$ cat src/rtl/hazard_pkg.sv
// rtl/hazard_pkg.sv - shared encodings and types for the pipeline hazard sequencer
package hazard_pkg;

    typedef enum logic [1:0] {
        ST_RUN    = 2'd0,
        ST_LSTALL = 2'd1,
        ST_MWAIT  = 2'd2
    } hz_state_e;

    localparam logic [1:0] FWD_RF  = 2'b00;
    localparam logic [1:0] FWD_MEM = 2'b01;
    localparam logic [1:0] FWD_WB  = 2'b10;

    localparam logic [4:0] REG_X0 = 5'd0;

    // Destination metadata tracked for a pipeline stage
    typedef struct packed {
        logic [4:0] rd;
        logic       regwen;
        logic       is_load;
    } stage_meta_t;

    // EX also remembers which source registers its instruction reads
    typedef struct packed {
        stage_meta_t meta;
        logic [4:0]  rs1;
        logic [4:0]  rs2;
        logic        use_rs1;
        logic        use_rs2;
    } ex_meta_t;

    // A write only matters when it is enabled and not aimed at x0
    function automatic logic eff_write(input logic [4:0] rd, input logic regwen);
        return regwen && (rd != REG_X0);
    endfunction

endpackage

$ cat src/rtl/hazard_ctrl_fwd_unit.sv
// rtl/hazard_ctrl_fwd_unit.sv - forwarding source select for one EX operand
module fwd_unit
    import hazard_pkg::*;
(
    input  logic [4:0] ex_rs,
    input  logic       ex_use_rs,
    input  logic [4:0] mem_rd,
    input  logic       mem_regwen,
    input  logic       mem_is_load,
    input  logic [4:0] wb_rd,
    input  logic       wb_regwen,
    output logic [1:0] fwd_sel
);

    logic mem_hit;
    logic wb_hit;

    // MEM is the younger producer so it wins; a load in MEM has no data yet
    always_comb begin
        mem_hit = ex_use_rs && eff_write(mem_rd, mem_regwen) && (mem_rd == ex_rs) && !mem_is_load;
        wb_hit  = ex_use_rs && eff_write(wb_rd, wb_regwen) && (wb_rd == ex_rs);
        fwd_sel = FWD_RF;
        if (mem_hit) begin
            fwd_sel = FWD_MEM;
        end else if (wb_hit) begin
            fwd_sel = FWD_WB;
        end
    end

endmodule

$ cat src/rtl/hazard_ctrl.sv
// rtl/hazard_ctrl.sv - stall/flush/forward sequencer for the 5-stage RV32 pipeline
module hazard_ctrl
    import hazard_pkg::*;
#(
    parameter int CNT_W = 16
) (
    input  logic             clk,
    input  logic             rst_n,
    input  logic [4:0]       id_rs1,
    input  logic [4:0]       id_rs2,
    input  logic             id_use_rs1,
    input  logic             id_use_rs2,
    input  logic [4:0]       id_rd,
    input  logic             id_regwen,
    input  logic             id_is_load,
    input  logic             ex_redirect,
    input  logic             mem_busy,
    output logic             pc_en,
    output logic             ifid_en,
    output logic             ifid_flush,
    output logic             idex_en,
    output logic             idex_flush,
    output logic             exmem_en,
    output logic [1:0]       fwd_a_sel,
    output logic [1:0]       fwd_b_sel,
    output logic [CNT_W-1:0] stall_cnt,
    output logic [CNT_W-1:0] flush_cnt
);

    localparam logic [CNT_W-1:0] CNT_ONE = {{(CNT_W-1){1'b0}}, 1'b1};
    localparam logic [CNT_W-1:0] CNT_MAX = {CNT_W{1'b1}};

    hz_state_e         state_q, state_d;
    ex_meta_t          ex_q, ex_d;
    stage_meta_t       mem_q, mem_d;
    logic [4:0]        wb_rd_q, wb_rd_d;
    logic              wb_regwen_q, wb_regwen_d;
    logic [CNT_W-1:0]  stall_cnt_q, stall_cnt_d;
    logic [CNT_W-1:0]  flush_cnt_q, flush_cnt_d;

    logic luh;
    logic stall_inc;
    logic flush_inc;

    fwd_unit u_fwd_a (
        .ex_rs       (ex_q.rs1),
        .ex_use_rs   (ex_q.use_rs1),
        .mem_rd      (mem_q.rd),
        .mem_regwen  (mem_q.regwen),
        .mem_is_load (mem_q.is_load),
        .wb_rd       (wb_rd_q),
        .wb_regwen   (wb_regwen_q),
        .fwd_sel     (fwd_a_sel)
    );

    fwd_unit u_fwd_b (
        .ex_rs       (ex_q.rs2),
        .ex_use_rs   (ex_q.use_rs2),
        .mem_rd      (mem_q.rd),
        .mem_regwen  (mem_q.regwen),
        .mem_is_load (mem_q.is_load),
        .wb_rd       (wb_rd_q),
        .wb_regwen   (wb_regwen_q),
        .fwd_sel     (fwd_b_sel)
    );

    // Load in EX feeding the ID instruction; after the bubble EX is empty so LSTALL never repeats
    always_comb begin
        luh = eff_write(ex_q.meta.rd, ex_q.meta.regwen) && ex_q.meta.is_load &&
              ((id_use_rs1 && (id_rs1 == ex_q.meta.rd)) ||
               (id_use_rs2 && (id_rs2 == ex_q.meta.rd))) &&
              (state_q != ST_LSTALL);
    end

    // Per-cycle priority decision; reset forces the free-running values at once
    always_comb begin
        pc_en      = 1'b1;
        ifid_en    = 1'b1;
        ifid_flush = 1'b0;
        idex_en    = 1'b1;
        idex_flush = 1'b0;
        exmem_en   = 1'b1;
        stall_inc  = 1'b0;
        flush_inc  = 1'b0;
        state_d    = ST_RUN;
        if (!rst_n) begin
            state_d = ST_RUN;
        end else if (mem_busy) begin
            pc_en    = 1'b0;
            ifid_en  = 1'b0;
            idex_en  = 1'b0;
            exmem_en = 1'b0;
            state_d  = ST_MWAIT;
        end else if (ex_redirect) begin
            ifid_flush = 1'b1;
            idex_flush = 1'b1;
            flush_inc  = 1'b1;
            state_d    = ST_RUN;
        end else if (luh) begin
            pc_en      = 1'b0;
            ifid_en    = 1'b0;
            idex_flush = 1'b1;
            stall_inc  = 1'b1;
            state_d    = ST_LSTALL;
        end
    end

    // Shadow metadata follows the real pipeline registers
    always_comb begin
        ex_d        = ex_q;
        mem_d       = mem_q;
        wb_rd_d     = wb_rd_q;
        wb_regwen_d = wb_regwen_q;
        if (exmem_en) begin
            wb_rd_d     = mem_q.rd;
            wb_regwen_d = mem_q.regwen;
            mem_d       = ex_q.meta;
        end
        if (idex_flush) begin
            ex_d = '0;
        end else if (idex_en) begin
            ex_d.meta.rd      = id_rd;
            ex_d.meta.regwen  = id_regwen;
            ex_d.meta.is_load = id_is_load;
            ex_d.rs1          = id_rs1;
            ex_d.rs2          = id_rs2;
            ex_d.use_rs1      = id_use_rs1;
            ex_d.use_rs2      = id_use_rs2;
        end
    end

    // Saturating performance counters
    always_comb begin
        stall_cnt_d = stall_cnt_q;
        flush_cnt_d = flush_cnt_q;
        if (stall_inc && (stall_cnt_q != CNT_MAX)) begin
            stall_cnt_d = stall_cnt_q + CNT_ONE;
        end
        if (flush_inc && (flush_cnt_q != CNT_MAX)) begin
            flush_cnt_d = flush_cnt_q + CNT_ONE;
        end
    end

    // State register for FSM, shadow stages and counters
    always_ff @(posedge clk or negedge rst_n) begin
        if (!rst_n) begin
            state_q     <= ST_RUN;
            ex_q        <= '0;
            mem_q       <= '0;
            wb_rd_q     <= '0;
            wb_regwen_q <= 1'b0;
            stall_cnt_q <= '0;
            flush_cnt_q <= '0;
        end else begin
            state_q     <= state_d;
            ex_q        <= ex_d;
            mem_q       <= mem_d;
            wb_rd_q     <= wb_rd_d;
            wb_regwen_q <= wb_regwen_d;
            stall_cnt_q <= stall_cnt_d;
            flush_cnt_q <= flush_cnt_d;
        end
    end

    assign stall_cnt = stall_cnt_q;
    assign flush_cnt = flush_cnt_q;

endmodule
$ cat config.mk
export PLATFORM = sky130hd
export DESIGN_NAME = hazard_ctrl
export DESIGN_NICKNAME = d
export VERILOG_FILES = /design/src/rtl/hazard_pkg.sv /design/src/rtl/hazard_ctrl_fwd_unit.sv /design/src/rtl/hazard_ctrl.sv
export SDC_FILE = /design/constraint.sdc
export NUM_CORES = 1
export LEC_CHECK = 0
export BUFFER_PORTS_ARGS = -buffer_cell sky130_fd_sc_hd__buf_2
export CAP_MARGIN = 40
export CELL_PAD_IN_SITES_DETAIL_PLACEMENT = 0
export CELL_PAD_IN_SITES_GLOBAL_PLACEMENT = 2
export CORE_MARGIN = 2
export CORE_UTILIZATION = 34
export DETAILED_ROUTE_END_ITERATION = 16
export PLACE_DENSITY_LB_ADDON = 0.25
export SYNTH_ARGS = -nofsm -noshare
export SYNTH_HDL_FRONTEND = slang
export SYNTH_SLANG_ARGS = --single-unit
$ cat constraint.sdc
create_clock -name clk -period 2.69 [get_ports clk]
set_clock_uncertainty 0.15 [all_clocks]
set_input_delay 0.4035 -clock clk [delete_from_list [all_inputs] [get_ports clk]]
set_output_delay 0.4035 -clock clk [all_outputs]
set_load 0.05 [all_outputs]
* Word-level counts from Yosys, hierarchy flattened
Index checks and enable logic that the tools add are counted.
** Operators by class
- Eq/ne operators :: 9
- Reduce and logical (&&, ||, !) cells :: 26
- Mux-type cells :: 26
- Add/sub/neg operators :: 2
** Operators with widths (number)
- $mux 19 :: 2
- $add 16x1->16 const B :: 2
- $ne 16x16->1 const B :: 2
- $eq 5x5->1 :: 6
- $logic_and 1x1->1 :: 20
- $mux 1 :: 18
- $reduce_bool 5->1 :: 3
- $mux 2 :: 6
- $ne 2x1->1 const B :: 1
- $reduce_bool 2->1 :: 1
- $logic_not 1->1 :: 1
- $logic_or 1x1->1 :: 1
** Storage, ports and cells
- Bits of input ports :: 23
- Logic and storage cells :: 78
- Output and inout port bits :: 42
- Register bits :: 66

* Logic depth before layout (Yosys ltp)
Gate-level depths: netlist (run 1).
- Depth in word-level cells :: 10
- Depth in mapped cells :: 8
- Mapped depth without buffers :: 6

* Hierarchy
From an unflattened synthesis (run 1), not the netlist that was laid out.
** Unflattened totals
- Cell total of the unflattened synthesis :: 384
- Area total of the unflattened synthesis :: 3619.7 um2
** By module, submodules not included
- hazard_ctrl :: area each 3284.4 um2, sequential area each 1651.6 um2, instances 1, cells each 342
- fwd_unit :: area each 167.7 um2, sequential area each 0.0 um2, instances 2, cells each 21

* Least setup slack after synthesis (run 1)
No wires, ideal clock.
- Kind :: register to output
- Start :: register ex_q[14] in the netlist's numbering
- End :: output port pc_en
- Data arrival time :: 2931 ps
- Path buffers :: 3
- Required time :: 2137 ps
- Setup slack :: -795 ps
- Cell stages (with the launch flop) :: 9
- Path through :: dfrtp_1 buf_6 xor2_1 nor4_2 a32oi_2 clkbuf_1 nor3_1 o21ai_0 buf_4
** Between the ends
- Longest elaborated chain between the ends :: 9
- Elaborated cells between the ends (all ways) :: 14
- Those cells by class :: 2 x eq/ne; 4 x mux; 8 x reduce/logical
** RTL lines
- start: declaration :: RTL line hazard_ctrl.sv:34 : ex_meta_t ex_q, ex_d;
- start signal: assignment :: RTL line hazard_ctrl.sv:148 : ex_q <= '0;
- start signal: assignment :: RTL line hazard_ctrl.sv:156 : ex_q <= ex_d;
- $eq 5x5->1, or another cell as far along :: RTL line hazard_ctrl.sv:70 : ((id_use_rs1 && (id_rs1 == ex_q.meta.rd)) ||
- $logic_and 1x1->1, on equally long branches :: RTL line hazard_ctrl.sv:70, hazard_ctrl.sv:71, hazard_pkg.sv:34
- $logic_or 1x1->1 or $logic_and 1x1->1 (tied branches) :: RTL line hazard_ctrl.sv:70, hazard_ctrl.sv:69
- $logic_and 1x1->1 * :: RTL line hazard_ctrl.sv:69 : luh = eff_write(ex_q.meta.rd, ex_q.meta.regwen) && ex_q.meta.is_load &&
- $logic_and 1x1->1 * :: RTL line hazard_ctrl.sv:71 : (id_use_rs2 && (id_rs2 == ex_q.meta.rd))) &&
- $mux 1 * (4 in series)
- end: declaration :: RTL line hazard_ctrl.sv:18 : output logic pc_en,
Mark *: on every way between the ends. The rest lies on a longest branch, timed or not.

* Worst setup path after layout (run 1)
- Start :: register ex_q[15] in the netlist's numbering
- End :: output port idex_flush
** Between the ends
- Longest elaborated chain between the ends :: 9
- Elaborated cells between the ends (all ways) :: 14
- Those cells by class :: 2 x eq/ne; 4 x mux; 8 x reduce/logical
** RTL lines
- $eq 5x5->1, or another cell as far along :: RTL line hazard_ctrl.sv:70
- $logic_and 1x1->1, on equally long branches :: RTL line hazard_ctrl.sv:70, hazard_ctrl.sv:71, hazard_pkg.sv:34
- $logic_or 1x1->1 or $logic_and 1x1->1 (tied branches) :: RTL line hazard_ctrl.sv:70, hazard_ctrl.sv:69
- $logic_and 1x1->1 * :: RTL line hazard_ctrl.sv:69
- $logic_and 1x1->1 * :: RTL line hazard_ctrl.sv:71
- $mux 1 * :: RTL line hazard_ctrl.sv:99 : end else if (luh) begin
- $mux 1 * :: RTL line hazard_ctrl.sv:94 : end else if (ex_redirect) begin
- $mux 1 * :: RTL line hazard_ctrl.sv:88 : end else if (mem_busy) begin
- $mux 1 * :: RTL line hazard_ctrl.sv:86 : if (!rst_n) begin
- end: declaration :: RTL line hazard_ctrl.sv:22 : output logic idex_flush,
Marks and branches as above.

==> results.sh, run 1 <==
export IMPL_status="complete, no violations"
export IMPL_end_kind="primary output"
export IMPL_power_density_nw_per_um2=610
export IMPL_fin_cells=584
export IMPL_p_int_mw=1.79
export IMPL_drt_initial_drc_count=88
export IMPL_fp_dieW_um=106
export IMPL_postSynth_asyncResetShare=1.00
export IMPL_netlist_area_um2=3540
export IMPL_gr_total_overflow=0
export IMPL_fin_nets=468
export IMPL_dr_pass1_iters=4
export IMPL_syn_area_per_cell_um2=9.58
export IMPL_path_cells="or4_4 > o211ai_4 > o21ai_1 > and2_1 > buf_4"
export IMPL_pre_cts_ws_ps=305
export IMPL_cts_tree="done"
export IMPL_crit_start="ex_q[15]"
export IMPL_die_h_um=106
export IMPL_critPathTopFamily="simple AND/OR/NAND/NOR gates"
export IMPL_crit_arrival_ps=2050
export IMPL_cp_max_fo=5
export IMPL_rr_worst_depth=8
export IMPL_r2r_slack_ps=170
export IMPL_grt_pass1_vias=2813
export IMPL_critical_path_required_ps=2140
export IMPL_yosys_cell_types_count=40
export IMPL_clock_path_buffers=2
export IMPL_dp_hpwl_um=6430
export IMPL_min_period_over_period=0.969
export IMPL_min_to="ex_q[17]"
export IMPL_yosysWarnings=0
export IMPL_pwr_share_comb=0.198
export IMPL_worstSkewPairLatency_ps=350
export IMPL_slowest_delay_ps=570
export IMPL_reg2reg_to="stall_cnt[1]"
export IMPL_r2r_start="ex_q[18]"
export IMPL_synth_top_cells_by_area="dfrtp_1 (47%), xor2_1 (7.7%), xnor2_1 (6.9%)"
export IMPL_drc=0
export IMPL_slew_viol_final=0
export IMPL_fmax_mhz=384
export IMPL_worstMarginPinSlew_ps=625
export IMPL_clkPwrFrac=0.349
export IMPL_grt_usage=0.169
export IMPL_p_sw_frac=0.323
export IMPL_path_class="flop to primary output"
export IMPL_start_kind="flop"
export IMPL_final_common_cell="dfrtp_1"
export IMPL_syn_num_nets=395
export IMPL_p_leak_nw=2.05
export IMPL_core_area_um2=10200
export IMPL_postRouteAntennaNets=0
export IMPL_num_io_pins=65
export IMPL_synthCells=370
export IMPL_gp_congestion=0.785
export IMPL_synth_seq_cells=66
export IMPL_period_needed_ps=2610
export IMPL_netlist_area_leader_share=0.466
export IMPL_cap_violations=0
export IMPL_grt_max_degree=38
export IMPL_seqPwrFrac=0.453
export IMPL_cts_htree_levels=3
export IMPL_ys_seq_area_frac=0.466
export IMPL_cts_root_buf="clkbuf_8"
export IMPL_holdWs_ps=154
export IMPL_rsz0062_at_grt="no"
export IMPL_fin_ws_ps=84.3
export IMPL_irDropWorstVdd_uv=317
export IMPL_hold_path_class="input port to flop"
export IMPL_cts_buffers=9
export IMPL_min_from="id_rd[3]"
export IMPL_dpl_cell_count=561
export IMPL_hold_viol=0
export IMPL_routed_wl_um=8870
export IMPL_start_util=0.346
export IMPL_drive_gt1_frac=0.254
export IMPL_wl_per_cell_um=15.2
export IMPL_cts_num_sinks=66
export IMPL_die_area_um2=11300
export IMPL_power_switching_mw=0.856
export IMPL_port_buffers=64
export IMPL_final_cell_mix="dfrtp_1 (61), buf_2 (58), nand2_1 (57)"
export IMPL_diodes=0
export IMPL_syn_to_final_growth_pct=22.5
export IMPL_path_buf_inv=1
export IMPL_clkSlewWorstSetupHoldPaths_ps=80
export IMPL_grt_pass1_wl_um=14800
export IMPL_antenna_found_initial=0
export IMPL_relSlewSlack=0.580
export IMPL_yosys_most_used_dff="dfrtp_1"
export IMPL_crit_slowest_cell="or4_4"
export IMPL_num_vias=2830
export IMPL_synth_edf_count=0
export IMPL_vias_per_cell=4.85
export IMPL_synth_largest_area_cell="dfrtp_1"
export IMPL_tns_ps=0
export IMPL_holdPathStages=3
export IMPL_finalSetupViolCount=0
export IMPL_floorplan_rows=37
[layout make-up]
type | count | area [µm²]
Clock buffer | 9 | 124
Inverter | 6 | 22.5
Clock inverter | 7 | 93.8
Sequential cell | 66 | 1660
Timing Repair Buffer | 80 | 462
Fill cell | 1053 | 5890
Multi-Input combinational cell | 280 | 1810
Tap cell | 136 | 170
[through the flow]
step | utilization | total power [mW] | area [µm²]
floorplan | - | 1.56 | 3560
global placement | 0.393 | 1.72 | 4020
detailed placement | 0.393 | 1.73 | 4020
CTS | 0.416 | 2.67 | 4250
global route | 0.424 | 2.81 | 4340
finish | 0.424 | 2.65 | 4340
[Yosys cell counts (all sizes together), types with 3 or more instances]
cell type	count
xnor2	28
nor2	5
nand3	17
o211ai	8
and3	4
or4	4
nand2	57
dfrtp	66
nor4	13
inv	6
o21ai	19
nor4b	3
nor3	8
a21oi	19
nor2b	20
nand4	10
clkbuf	9
nand2b	13
xor2	31
and4	3
buf	9
and2	6
[worst register-to-register path, stage by stage, from the launching register on]
cell	delay, ps
dfrtp_2	450
xor2_1	180
nor4_2	310
a32oi_2	190
buf_4	170
buf_4	120
buf_4	150
or3_4	400
mux2_4	300
[registers in the layout (all words and copies together), names as in the netlist]
signal,count
ex_q,19
flush_cnt,16
stall_cnt,16
mem_q,7
wb_rd_q,5
state_q,2
wb_regwen_q,1
[how the worst max path moves through the flow]
stage	endpoint	slack (ps)	cells past startpoint
5_1_grt	idex_en	0.8	5
3_3_place_gp	fwd_a_sel[1]	290	5
3_5_place_dp	fwd_a_sel[1]	300	5
4_1_cts	pc_en	8	6
2_1_floorplan	pc_en	-60	8
6_report	idex_flush	80	5
[what timing repair did]
| action | 4_1_cts | 5_1_grt |
|---|---|---|
| pin swaps | 0 | 3 |
| cloned | 0 | 0 |
| hold buffers | 1 | 0 |
| buffers inserted | 0 | 6 |
| endpoints found under the setup margin | 3 | 5 |
| gates resized for setup | 4 | 13 |
| hold endpoints to repair | 60 | 0 |
[metal layers]
metal	up-vias	GRT usage	part of all wire
met1	1341	0.227	0.48
li1	1421	-	-
met5	-	0	0
met2	57	0.263	0.47
met4	0	0.0536	0.017
met3	11	0.0478	0.040
[power groups by stage]
stage          registers, mW  clock network (mW)  logic (mW)
2_1_floorplan           1.31                   0       0.253
3_3_place_gp            1.22                   0       0.503
3_5_place_dp            1.22                   0       0.511
4_1_cts                 1.20               0.960       0.514
5_1_grt                 1.21                1.02       0.578
6_report                1.20               0.924       0.523
[kinds of logic after synthesis]
kind of cell / Yosys count / synth area share
AOI/OAI and AO/OA: 50 / 0.0844
xor gates and xnor gates: 59 / 0.146
adders and majority gates: 2 / 0.00706
buffers and inverters: 24 / 0.0346
DFF: 66 / 0.466
muxes: 2 / 0.00741
and+or+nand+nor: 167 / 0.255
Power figures use the tool's default switching activity.
==> inputs of run 2 (changes only) <==
CTS_BUF_LIST = sky130_fd_sc_hd__clkbuf_16   (was not set)
GPL_TIMING_DRIVEN = 0   (was not set)
==> run 2 against run 1 <==
Compared with the run above:
- the flow now finishes with violations (negative hold slack, negative setup slack)
- sequential share of layout area shrank 1.8 points
- setup slack lost 130 ps
- global-route usage grew 1.1 points
- cell area grew 4.8%
- die area is the same
- sequential power is essentially flat
- fmax shrank 4.9%
- hold slack lost 270 ps
==> results.sh, run 2 (synthesis results as in run 1) <==
export IMPL_r2r_start="ex_q[18]"
export IMPL_die_h_um=106
export IMPL_path_buf_inv=3
export IMPL_cts_root_buf="clkbuf_16"
export IMPL_crit_arrival_ps=2190
export IMPL_cp_max_fo=5
export IMPL_drc=0
export IMPL_start_kind="flop"
export IMPL_postRouteAntennaNets=0
export IMPL_grt_max_degree=47
export IMPL_finalSetupViolCount=3
export IMPL_power_density_nw_per_um2=611
export IMPL_fin_ws_ps=-49.7
export IMPL_core_area_um2=10200
export IMPL_gp_congestion=0.793
export IMPL_p_leak_nw=2.15
export IMPL_cts_num_sinks=66
export IMPL_r2r_slack_ps=390
export IMPL_cts_htree_levels=3
export IMPL_cts_buffers=9
export IMPL_final_common_cell="dfrtp_1"
export IMPL_cts_tree="done"
export IMPL_gr_total_overflow=0
export IMPL_rsz0062_at_grt="yes"
export IMPL_wl_per_cell_um=15.5
export IMPL_num_vias=2947
export IMPL_path_class="flop to primary output"
export IMPL_min_period_over_period=1.02
export IMPL_rr_worst_depth=6
export IMPL_hold_path_class="input port to asynchronous set/reset pin"
export IMPL_end_kind="primary output"
export IMPL_slew_viol_final=0
export IMPL_antenna_found_initial=1
export IMPL_multiInputGateArea_um2=1840
export IMPL_seq_area_um2=1660
export IMPL_diodes=0
export IMPL_dr_pass1_iters=5
export IMPL_largest_reg_flops=19
export IMPL_vias_per_cell=4.94
export IMPL_clkSlewWorstSetupHoldPaths_ps=60
export IMPL_critPathTopFamily="buffers and inverters"
export IMPL_reg2reg_to="stall_cnt[1]"
export IMPL_die_area_um2=11300
export IMPL_grt_pass1_vias=2947
export IMPL_num_io_pins=65
export IMPL_routed_wl_um=9250
export IMPL_final_cell_mix="dfrtp_1 (63), buf_2 (60), nand2_1 (57)"
export IMPL_holdWs_ps=-116
export IMPL_crit_start="ex_q[18]"
export IMPL_grt_pass1_wl_um=15700
export IMPL_drive_gt1_frac=0.256
export IMPL_dp_hpwl_um=6550
export IMPL_critical_path_required_ps=2140
export IMPL_slowest_delay_ps=460
export IMPL_crit_slowest_cell="dfrtp_2"
export IMPL_hold_buffers=3
export IMPL_drt_initial_drc_count=114
export IMPL_total_power_mw=2.78
export IMPL_relSlewSlack=0.559
export IMPL_grt_usage=0.180
export IMPL_fp_dieW_um=106
export IMPL_port_buffers=64
export IMPL_floorplan_rows=37
export IMPL_path_cells="xor2_2 > nor4_2 > a32oi_2 > clkbuf_8 > nor3_4 > o21ai_2 > buf_4 > buf_8"
export IMPL_path_depth=8
export IMPL_cap_violations=0
export IMPL_irDropWorstVdd_uv=336
export IMPL_syn_to_final_growth_pct=28.3
export IMPL_fillCellCount=1043
export IMPL_clock_path_buffers=2
export IMPL_violations="negative hold slack, negative setup slack"
export IMPL_regMostFlops="ex_q"
export IMPL_hold_viol=41
export IMPL_fin_nets=483
export IMPL_worstSkewPairLatency_ps=330
export IMPL_fmax_mhz=365
export IMPL_worstMarginPinSlew_ps=658
export IMPL_start_util=0.346
export IMPL_status="finished, violations left"
export IMPL_cp_endpoint="pc_en"
export IMPL_period_needed_ps=2740
run 2: changes by cell type in the layout (fill, tap and decap cells not counted), sizes merged:
cell	delta
buf	+7
bufinv	-2
clkbuf	+8
run 2: power breakdown:
| group | total (mW) | leakage (nW) | internal [mW] | switching, mW |
|---|---|---|---|---|
| combinational | 0.552 | 1.18 | 0.210 | 0.342 |
| sequential | 1.20 | 0.849 | 1.08 | 0.119 |
| clock | 1.02 | 0.126 | 0.603 | 0.421 |
run 2: area by class of cell:
class / count / share of cell area
flip-flops and latches: 66 / 0.364
repair buffers: 78 / 0.111
clock inverters: 5 / 0.00550
inverters: 6 / 0.00578
plain buffers: 17 / 0.0234
well taps: 136 / 0.0374
multi-input cells: 280 / 0.404
clock buffers: 9 / 0.0495
run 2: layer usage:
layer / track usage / vias up / routed length (µm)
li1: - / 1454 / -
met1: 0.243 / 1416 / 4420
met2: 0.280 / 64 / 4240
met3: 0.0454 / 13 / 409
met4: 0.0620 / 0 / 174
met5: 0 / - / 0
run 2: worst register-to-register path, stage by stage (launching register included):
cell     delay (ps)
dfrtp_2         460
xor2_2          170
nor4_2          320
a32oi_2         190
buf_4           200
or3_4           400
mux2_4          300
run 2: worst min path at each step:
stage,endpoint,cells past startpoint,slack (ps),from
after detailed placement,ex_q[9],1,210,rst_n
after global placement,mem_q[0],2,300,mem_q[0]
after global routing,ex_q[1],2,-110,rst_n
after CTS,ex_q[1],2,-110,rst_n
final,ex_q[1],2,-120,rst_n
after floorplan,ex_q[0],0,-40,rst_n
run 2: timing repair:
item / in CTS / in global routing
endpoints found under the setup margin: 7 / 7
setup buffers: 7 / 3
hold endpoints to repair: 25 / 41
pin swaps: 6 / 6
resized for setup: 21 / 5
run 2: metrics by stage:
| stage | setup slack, ps | cell area, µm² | utilization | setup TNS (ps) | cells |
|---|---|---|---|---|---|
| 4_1_cts | -117 | 4510 | 0.441 | -297 | 594 |
| 3_3_place_gp | -995 | 4050 | 0.396 | -29490 | 570 |
| 6_report | -49.7 | 4550 | 0.444 | -97.2 | 597 |
| 2_1_floorplan | -64.6 | 3560 | - | -64.6 | 370 |
| 3_5_place_dp | -278 | 4080 | 0.399 | -1680 | 571 |
| 5_1_grt | -142 | 4550 | 0.444 | -394 | 597 |
==> inputs of run 3 (changes only) <==
SYNTH_HIERARCHICAL = 1   (was not set)
==> run 3 against run 2 <==
Compared with the run above:
- the flow still finishes with violations (negative hold slack, negative setup slack)
- core utilization down 0.083 points
- highest routed layer unchanged
- area after synthesis up 2.2%
- critical path type unchanged
- non-clock buffer count down 3
- via count up 1.2%
- setup slack better by 27 ps
- global-route usage down 0.44 points
==> results.sh, run 3 <==
export IMPL_synthSimpleGateAreaFrac=0.268
export IMPL_synth_commonest_cells="dfrtp_1 (66), nand2_1 (66), xnor2_1 (28), xor2_1 (24), a21oi_1 (20)"
export IMPL_num_io_pins=65
export IMPL_die_h_um=107
export IMPL_power_density_nw_per_um2=615
export IMPL_start_util=0.351
export IMPL_synth_mux_area_frac=0.0166
export IMPL_postRouteAntennaNets=0
export IMPL_cts_root_buf="clkbuf_16"
export IMPL_vias_per_cell=4.91
export IMPL_yosysWarnings=6
export IMPL_place_area_um2=4150
export IMPL_irDropWorstVdd_uv=755
export IMPL_diodes=0
export IMPL_holdWs_ps=-61.7
export IMPL_seqPwrFrac=0.437
export IMPL_drt_initial_drc_count=107
export IMPL_synth_top_family_by_area="simple AND/OR/NAND/NOR gates"
export IMPL_finalSetupViolCount=1
export IMPL_hold_buffers=1
export IMPL_largest_reg_flops=19
export IMPL_syn_num_nets=409
export IMPL_port_buffers=64
export IMPL_power_switching_mw=0.910
export IMPL_fin_nets=494
export IMPL_clock_path_buffers=2
export IMPL_postSynth_asyncResetShare=1.00
export IMPL_synth_largest_area_cell="dfrtp_1"
export IMPL_die_area_um2=11500
export IMPL_start_kind="flop"
export IMPL_violations="negative hold slack, negative setup slack"
export IMPL_path_cells="or4_1 > nor2_2 > nand4b_4 > nor3_4 > o21ai_4 > buf_6 > buf_6"
export IMPL_synth_compound_area_share=0.0923
export IMPL_wl_per_cell_um=15.5
export IMPL_fin_cells=608
export IMPL_p_int_mw=1.91
export IMPL_critPathTopFamily="simple AND/OR/NAND/NOR gates"
export IMPL_period_needed_ps=2710
export IMPL_cts_htree_levels=3
export IMPL_clkSlewWorstSetupHoldPaths_ps=50
export IMPL_regMostFlops="ex_q"
export IMPL_antenna_found_initial=0
export IMPL_total_power_mw=2.82
export IMPL_final_cell_mix="nand2_1 (66), dfrtp_1 (63), buf_2 (61)"
export IMPL_cp_max_fo=5
export IMPL_yosys_cell_types_count=43
export IMPL_worstMarginPinSlew_ps=563
export IMPL_rsz0062_at_grt="yes"
export IMPL_p_leak_nw=2.11
export IMPL_rr_worst_depth=8
export IMPL_synth_edf_count=0
export IMPL_netlist_area_um2=3620
export IMPL_gp_congestion=0.783
export IMPL_pwr_share_comb=0.210
export IMPL_critical_path_required_ps=2140
export IMPL_fin_ws_ps=-22.5
export IMPL_final_common_cell="nand2_1"
export IMPL_gr_total_overflow=0
export IMPL_grt_pass1_vias=2920
export IMPL_utilization=0.444
export IMPL_core_area_um2=10300
export IMPL_relSlewSlack=0.625
export IMPL_slowest_delay_ps=550
export IMPL_slew_viol_final=0
export IMPL_yosys_most_used_dff="dfrtp_1"
export IMPL_synthAdderAreaFrac=0.00691
export IMPL_synthXorXnorAreaFrac=0.126
export IMPL_fp_dieW_um=107
export IMPL_fmax_mhz=369
export IMPL_crit_arrival_ps=2160
export IMPL_dp_hpwl_um=6870
export IMPL_routed_wl_um=9430
export IMPL_grt_usage=0.175
export IMPL_hold_viol=48
export IMPL_floorplan_rows=37
export IMPL_path_depth=7
export IMPL_dpl_cell_count=585
export IMPL_grt_pass1_wl_um=15500
export IMPL_drive_gt1_frac=0.261
export IMPL_status="finished, violations left"
export IMPL_min_period_over_period=1.01
export IMPL_grt_max_degree=54
export IMPL_syn_area_per_cell_um2=9.43
export IMPL_cts_num_sinks=66
export IMPL_final_area_um2=4580
export IMPL_syn_to_final_growth_pct=26.5
export IMPL_cts_buffers=9
export IMPL_synthCells=384
export IMPL_clkPwrFrac=0.352
export IMPL_crit_slowest_cell="or4_1"
export IMPL_p_sw_frac=0.323
export IMPL_hold_path_class="input port to asynchronous set/reset pin"
export IMPL_end_kind="primary output"
export IMPL_path_buf_inv=2
export IMPL_synth_seq_cells=66
export IMPL_cts_tree="done"
export IMPL_netlist_area_leader_share=0.456
export IMPL_worstSkewPairLatency_ps=320
export IMPL_cap_violations=0
export IMPL_synth_top_cells_by_area="dfrtp_1 (46%), nand2_1 (6.8%), xnor2_1 (6.8%)"
export IMPL_dr_pass1_iters=4
export IMPL_path_class="flop to primary output"
export IMPL_crit_top_cell="buf_6"
export IMPL_drc=0
export IMPL_ys_seq_area_frac=0.456
export IMPL_num_vias=2983
export IMPL_r2r_slack_ps=320
## run 3: cell types whose count changed after synthesis, sizes merged, moves of 4 or more
| cell | before | now |
|---|---|---|
| and2 | 6 | 2 |
| nand2 | 57 | 66 |
| nand3 | 17 | 12 |
| nor2 | 5 | 16 |
| nor3 | 8 | 13 |
| o21ai | 19 | 15 |
| xor2 | 31 | 24 |
## run 3: power groups by stage
stage | combinational [mW] | clock (mW) | sequential, mW
after CTS | 0.584 | 1.02 | 1.23
after global placement | 0.552 | 0 | 1.24
after global routing | 0.643 | 1.07 | 1.25
after detailed placement | 0.562 | 0 | 1.25
after floorplan | 0.261 | 0 | 1.35
final | 0.593 | 0.993 | 1.23
## run 3: repair_timing
| item | in CTS | in global routing |
|---|---|---|
| gates cloned | 0 | 0 |
| pin swaps | 4 | 0 |
| resized for setup | 19 | 4 |
| setup buffers | 6 | 2 |
| endpoints found under the setup margin | 5 | 3 |
| hold endpoints to repair | 18 | 48 |
## run 3: kinds of logic (layout without fill, tap and decap cells)
logic type	Yosys count	after routing
fa+ha+maj	2	2
simple gates	183	183
mux	5	5
buf+inv	25	113
flops	66	66
compound gates	51	51
xor+xnor	52	52
## run 3: worst paths after layout
kind / from / to
hold / removal: rst_n / mem_q[6]
hold reg to reg: flush_cnt[15] / flush_cnt[15]
max in group asynchronous: rst_n / ex_q[14]
min in group clk: id_rd[3] / ex_q[17]
setup / recovery: ex_q[15] / pc_en
setup reg to reg: ex_q[14] / stall_cnt[10]
## run 3: final cells by class
cell class	count	area, µm²
Multi-Input combinational cell	293	1910
Clock inverter	5	25.0
Timing Repair Buffer	75	454
Clock buffer	9	225
Sequential cell	66	1660
Buffer	17	109
Fill cell	1026	5740
Tap cell	136	170
Inverter	7	30.0
## run 3: per-stage QoR
step | setup slack (ps) | hold slack (ps) | TNS (ps)
CTS | -88.5 | -52.9 | -202
global placement | -943 | 329 | -38910
global route | -111 | -49.3 | -245
detailed placement | -285 | 165 | -808
finish | -22.5 | -61.7 | -22.5
floorplan | 119 | -42.1 | 0
## run 3: per-layer routing
layer,GRT usage,vias to the layer above,part of all wire
met5,0,-,0
met4,0.0575,0,0.010
met3,0.0310,8,0.038
met2,0.270,64,0.47
met1,0.249,1431,0.48
li1,-,1480,-
